$ cat src/rtl/clock_divider_multi_if.sv
// rtl/clock_divider_multi_if.sv - divide-value register-write port of clock_divider_multi
interface clock_divider_multi_if #(
    parameter int SEL_W = 3,
    parameter int CNT_W = 24
);
    logic             cfg_we_i;
    logic [SEL_W-1:0] cfg_sel_i;
    logic [CNT_W-1:0] cfg_div_i;
    logic             cfg_ack_o;
    logic             cfg_err_o;

    modport master (
        output cfg_we_i,
        output cfg_sel_i,
        output cfg_div_i,
        input  cfg_ack_o,
        input  cfg_err_o
    );

    modport slave (
        input  cfg_we_i,
        input  cfg_sel_i,
        input  cfg_div_i,
        output cfg_ack_o,
        output cfg_err_o
    );
endinterface

$ cat src/rtl/clock_divider_multi.sv
// rtl/clock_divider_multi.sv - multi-channel clock divider / tick generator with runtime divide values
// Optional macro CLKDIV_SHADOW_EN: writes are staged and applied at the channel's period boundary.
module clock_divider_multi #(
    parameter int CHANNELS    = 4,
    parameter int CNT_W       = 24,
    parameter int SEL_W       = 3,
    parameter int DEFAULT_DIV = 12000000
) (
    input  logic                clock_test,
    input  logic                rstn,
    input  logic [CHANNELS-1:0] en_i,
    clock_divider_multi_if.slave cfg,
    output logic [CHANNELS-1:0] clock_div_o,
    output logic [CHANNELS-1:0] tick_o
);
    localparam logic [CNT_W-1:0] DIV_RST  = CNT_W'(DEFAULT_DIV);
    localparam logic [CNT_W-1:0] DIV_MIN  = CNT_W'(2);
    localparam logic [SEL_W:0]   CH_LIMIT = (SEL_W+1)'(CHANNELS);

    logic sel_bad;
    logic ack_r;
    logic err_r;

    // Extra top bit keeps the range check meaningful when CHANNELS == 2**SEL_W.
    assign sel_bad = ({1'b0, cfg.cfg_sel_i} >= CH_LIMIT);

    always_ff @(posedge clock_test) begin
        if (!rstn) begin
            ack_r <= 1'b0;
            err_r <= 1'b0;
        end else begin
            ack_r <= cfg.cfg_we_i;
            err_r <= cfg.cfg_we_i && sel_bad;
        end
    end

    assign cfg.cfg_ack_o = ack_r;
    assign cfg.cfg_err_o = err_r;

    for (genvar n = 0; n < CHANNELS; n++) begin : g_ch
        localparam logic [SEL_W-1:0] CH_ID = SEL_W'(n);

        logic [CNT_W-1:0] div_a;
        logic [CNT_W-1:0] cnt;
        logic [CNT_W-1:0] eff;
        logic [CNT_W-1:0] last;
        logic [CNT_W-1:0] half;
        logic             clk_r;
        logic             tick_r;
        logic             wr_hit;
        logic             wrap;

        // Stored value is kept as written; D of 0 or 1 is only clamped here.
        assign eff    = (div_a < DIV_MIN) ? DIV_MIN : div_a;
        assign last   = eff - CNT_W'(1);
        assign half   = eff >> 1;
        assign wr_hit = cfg.cfg_we_i && (cfg.cfg_sel_i == CH_ID);
        assign wrap   = en_i[n] && (cnt == last);

        always_ff @(posedge clock_test) begin
            if (!rstn) begin
                cnt    <= '0;
                clk_r  <= 1'b0;
                tick_r <= 1'b0;
`ifndef CLKDIV_SHADOW_EN
            end else if (wr_hit) begin
                cnt    <= '0;
                clk_r  <= 1'b0;
                tick_r <= 1'b0;
`endif
            end else if (!en_i[n]) begin
                cnt    <= '0;
                clk_r  <= 1'b0;
                tick_r <= 1'b0;
            end else begin
                tick_r <= wrap;
                clk_r  <= (cnt >= half);
                cnt    <= wrap ? '0 : cnt + CNT_W'(1);
            end
        end

`ifdef CLKDIV_SHADOW_EN
        logic [CNT_W-1:0] div_p;
        logic             pend_v;

        // A copy and a new write on the same edge: the old pending value lands, the new one waits.
        always_ff @(posedge clock_test) begin
            if (!rstn) begin
                div_a  <= DIV_RST;
                div_p  <= '0;
                pend_v <= 1'b0;
            end else begin
                if (pend_v && (wrap || !en_i[n])) begin
                    div_a  <= div_p;
                    pend_v <= 1'b0;
                end
                if (wr_hit) begin
                    div_p  <= cfg.cfg_div_i;
                    pend_v <= 1'b1;
                end
            end
        end
`else
        always_ff @(posedge clock_test) begin
            if (!rstn) begin
                div_a <= DIV_RST;
            end else if (wr_hit) begin
                div_a <= cfg.cfg_div_i;
            end
        end
`endif

        assign clock_div_o[n] = clk_r;
        assign tick_o[n]      = tick_r;
    end
endmodule

$ cat src/flat_wrapper.sv
// flat-port wrapper written by rule: the top's interface ports become plain ports
module clock_divider_multi_flat 
#(
    parameter int CHANNELS    = 4,
    parameter int CNT_W       = 24,
    parameter int SEL_W       = 3,
    parameter int DEFAULT_DIV = 12000000
)
  (clock_test, rstn, en_i, clock_div_o, tick_o, cfg_cfg_we_i, cfg_cfg_sel_i, cfg_cfg_div_i, cfg_cfg_ack_o, cfg_cfg_err_o);
  clock_divider_multi_if #(.SEL_W(SEL_W), .CNT_W(CNT_W)) cfg_i ();
  input  logic clock_test;
  input  logic rstn;
  input  logic [CHANNELS-1:0] en_i;
  output logic [CHANNELS-1:0] clock_div_o;
  output logic [CHANNELS-1:0] tick_o;
  input wire logic [$bits(cfg_i.cfg_we_i)-1:0] cfg_cfg_we_i;
  input wire logic [$bits(cfg_i.cfg_sel_i)-1:0] cfg_cfg_sel_i;
  input wire logic [$bits(cfg_i.cfg_div_i)-1:0] cfg_cfg_div_i;
  output wire logic [$bits(cfg_i.cfg_ack_o)-1:0] cfg_cfg_ack_o;
  output wire logic [$bits(cfg_i.cfg_err_o)-1:0] cfg_cfg_err_o;
  assign cfg_i.cfg_we_i = cfg_cfg_we_i;
  assign cfg_i.cfg_sel_i = cfg_cfg_sel_i;
  assign cfg_i.cfg_div_i = cfg_cfg_div_i;
  assign cfg_cfg_ack_o = cfg_i.cfg_ack_o;
  assign cfg_cfg_err_o = cfg_i.cfg_err_o;
  clock_divider_multi #(.CHANNELS(CHANNELS), .CNT_W(CNT_W), .SEL_W(SEL_W), .DEFAULT_DIV(DEFAULT_DIV)) u_core (.clock_test(clock_test), .rstn(rstn), .en_i(en_i), .cfg(cfg_i), .clock_div_o(clock_div_o), .tick_o(tick_o));
endmodule
$ cat config.mk
export PLATFORM = sky130hd
export DESIGN_NAME = clock_divider_multi_flat
export DESIGN_NICKNAME = d
export VERILOG_FILES = /design/src/rtl/clock_divider_multi_if.sv /design/src/rtl/clock_divider_multi.sv /design/src/flat_wrapper.sv
export SDC_FILE = /design/constraint.sdc
export NUM_CORES = 1
export LEC_CHECK = 0
export ABC_AREA = 1
export CORE_MARGIN = 2
export CORE_UTILIZATION = 40
export CTS_BUF_LIST = sky130_fd_sc_hd__clkbuf_8
export CTS_CLUSTER_SIZE = 40
export DETAILED_ROUTE_END_ITERATION = 8
export PLACE_DENSITY = 0.52
export SYNTH_ARGS = -nofsm -noshare
export SYNTH_HDL_FRONTEND = slang
export SYNTH_SLANG_ARGS = --single-unit
$ cat constraint.sdc
create_clock -name clock_test -period 4.3 [get_ports clock_test]
set_input_delay 0.86 -clock clock_test [delete_from_list [all_inputs] [get_ports clock_test]]
set_output_delay 0.86 -clock clock_test [all_outputs]
set_load 0.02 [all_outputs]
==> summary.md <==
| Metric | Value |
|---|---|
| Run status | finished clean |
| Crit-path max FO | 24 |
| Top FF cell, synth | dfxtp_1 |
| Layout area overhead | 10.9% |
| Critical path required time | 4.76 ns |
| Max stage delay on crit path | 0.36 ns |
| # diodes | 0 |
| Via count | 13807 |
| DIE AREA | 38700 µm² |
| Total track usage | 23.7% |
| Layout cells sized above 1 | 7.42% |
| Least-Margin Pin Slew | 0.771 ns |
| Initial antenna violation count | 0 |
| Mapped cell area | 14900 µm² |
| Synth top area cells | dfxtp_1 (27%), nand2_1 (9.9%), ha_1 (8.4%), xor2_1 (8.1%), inv_1 (7.9%) |
| Critical-path top delay cell | nand2_2 |
| Largest net degree at the start of global routing | 46 |
| H-tree depth | 2 |
| Cell variety after synth | 53 |
| RD Place Congestion | 0.904 |
| Sequential area share after synthesis | between 20% and 30% |
| # setup viols final | 0 |
| Routed WL | between 40 and 50 mm |
| Core Region | 36600 µm² |
| Post-synthesis xor/xnor area fraction | 11.9% |
| First-pass GRT wire length | 72.2 mm |
| Top cell family by delay on the critical path | simple AND/OR/NAND/NOR gates |
| Detail-routed net length per standard cell | 16.3 µm |
| Post-Synth Adder-Cell Area | 8.41% |
| # IOs | 44 |
| CTS buffer count | 40 |
| Cts hold-fix bufs | 0 |
| Post-synthesis mux area share | 0% |
| PD cells | 274 nW/µm² |
| DRT iter0 DRCs | between 800 and 900 |
| DR vias/cell | around 5 |
| Max-cap violations | 0 |
| Ys async rst share | 0% |
| Clock sink total | 202 |
| DR pass1 iterations | 5 |
| Final min period | about 3.4 ns |
| Final setup margin | around 0.92 ns |
| Final Max Slew Viols | 0 |
| Vias in the first global route | 13598 |
| Final Hold Fails | 0 |
| Element type at the critical path start | register |
| Compound-Gate Fraction of Synth Area | 10.1% |
| Hold crit path type | reg2reg |
| Die X | 197 µm |
| Root buffer cell | clkbuf_8 |
| CP arrival | 3.83 ns |
| # nets final | between 2000 and 2500 |
| Clock tree from TritonCTS | yes |
| Clock-pin slew on the worst setup and hold paths | 0.06 ns |
| WP buf/inv | 1 |
| Crit. Startpoint | u_core.g_ch[0].div_a[14] |
| Largest family of logic cells by synthesized area | simple AND/OR/NAND/NOR gates |
| Min-delay src | u_core.g_ch[2].cnt[0] |
| RSZ-0062 raised after global routing | false |
| Setup repair bufs after CTS | 0 |
| DRT antenna net count | 0 |
| Setup TNS Final | 0 ns |
| Cell Rows | 70 |
| Mapped Cells | 2189 |
| Skew-Pair Late Insertion Delay | 0.60 ns |
| Post-CTS sizing | 0 |
| Post-Synth Simple-Gate Area | 32.4% |
| Gr ovfl total | 0 |
| Largest area contributor in the netlist | dfxtp_1 |
| Fin crit share | 78.5% |
| Crit path top cell by count | nand2_1 |
| Worst r2r src | u_core.g_ch[0].div_a[14] |
| Avg Cell Area, Syn | 6.79 µm² |
| Slew headroom | 48.5% |
| Initial Util | 40.6% |
| Leak | between 6 and 7 nW |
| Syn Nets | 2323 |
| CP Class | reg2reg |
| Yosys warns | 0 |
| F_max | 296 MHz |
| Post-synth EDFFs | 0 |
| Layout Skew | ~0.018 ns |
| CP Cell Sequence | nor2_1 -> nand2_1 -> nor2_2 -> nand3_2 -> nand2_1 -> ha_1 -> nand3_1 -> inv_1 -> nand2_2 -> nor2_2 -> nand2_1 -> xor2_1 -> nor2_1 -> a21oi_1 -> nand2_1 -> nor2_1 -> nand2_1 -> nand2_2 -> nor2_1 |
| Setup WS pre-CTS | 0.965 ns |
| Synth top area share | 27.2% |
| DR DRC count | 0 |
| Die H | 197 µm |
| Post-DP HPWL | about 35 mm |
| CTS Buffer Depth | 3 |
| Setup crit end kind | register |
| Number of port buffers | 43 |
| Worst vdd ir | 175 µV |
| Seq cells post-synth | 202 |
## kinds of logic (layout without fill, tap and decap cells)
family | count (synthesis) | after routing
adder cells (fa/ha/maj) | 100 | 100
XOR/XNOR | 196 | 196
flip-flops | 202 | 202
buffers and inverters | 367 | 441
AND/OR/NAND/NOR | 1054 | 1054
AO/OA/AOI/OAI | 270 | 270
## synth_stat cells (5+ instances only)
cell type,number
nand2_1,391
inv_1,312
nor2_1,303
dfxtp_1,202
xor2_1,138
nand3_1,120
a21oi_1,115
ha_1,100
o21ai_0,96
nand4_1,68
xnor2_1,54
nor3_1,46
nor2_2,42
o211ai_1,32
clkbuf_1,30
or2_2,13
nand3b_1,11
nand2_2,10
nor3_2,10
buf_6,9
buf_4,8
and2_1,5
nor4_1,5
## layout make-up
class	instances	area, µm²
fillers	3854	20100
multi-input cells	1620	9360
flip-flops and latches	202	4040
inverters	319	1200
clock buffers	51	702
well taps	468	586
repair buffers	52	493
clock inverters	19	105
## state kept, by name, summed over array words and instances (netlist names)
register / cells
u_core.cfg.cfg_ack_o: 1
u_core.g_ch.clk_r: 4
u_core.cfg.cfg_err_o: 1
u_core.g_ch.div_a: 96
u_core.g_ch.tick_r: 4
u_core.g_ch.cnt: 96
## metrics by stage
stage               instance area, µm²  utilization [%]  hold WS [ns]  total power [mW]  std cells
finish                           16500             45.0         0.473              4.52       2731
global route                     16500             45.0         0.472              4.72       2731
CTS                              16500             45.0         0.465              4.59       2731
detailed placement               15700             42.8         0.452              2.54       2661
global placement                 15700             42.8         0.443              2.54       2661
floorplan                        14900                -         0.430              2.36       2189
## metal layers
metal | vias to the layer above | GRT usage [%] | wire length [µm]
li1 | 7168 | - | -
met1 | 6219 | 33.5 | 22100
met2 | 329 | 36.1 | 18400
met3 | 91 | 3.37 | 2220
met4 | 0 | 10.2 | 1770
met5 | - | 0 | 0
## cell usage in the layout, fill, tap and decap left out, types with 5 or more instances in the layout
cell	instances
nor3_1	44
o211ai_1	32
nand2_1	391
buf_4	9
nand2_2	10
o21ai_0	96
a21oi_1	115
nand4_1	68
ha_1	100
clkdlybuf4s50_1	42
and2_1	5
nand3_1	120
nor2_1	303
dfxtp_1	202
nand3b_1	11
nor3_2	12
or2_2	13
xnor2_1	54
nor2_2	42
clkbuf_8	51
xor2_1	138
inv_1	327
nor4_1	5
## final timing paths
kind                       endpoint  slack (ns)  cells after the start
max reg2reg  u_core.g_ch[0].cnt[14]        0.92                     19
max          u_core.g_ch[0].cnt[14]        0.92                     19
min reg2reg   u_core.g_ch[2].cnt[0]        0.47                      1
min           u_core.g_ch[2].cnt[0]        0.47                      1
## power by group
part | internal, mW | switching (mW) | total [mW]
Sequential | 1.91 | 0.0453 | 1.96
Combinational | 0.186 | 0.363 | 0.548
Clock | 1.12 | 0.895 | 2.01
Total | 3.21 | 1.30 | 4.52
No activity file was read; power rests on OpenSTA's default activity.
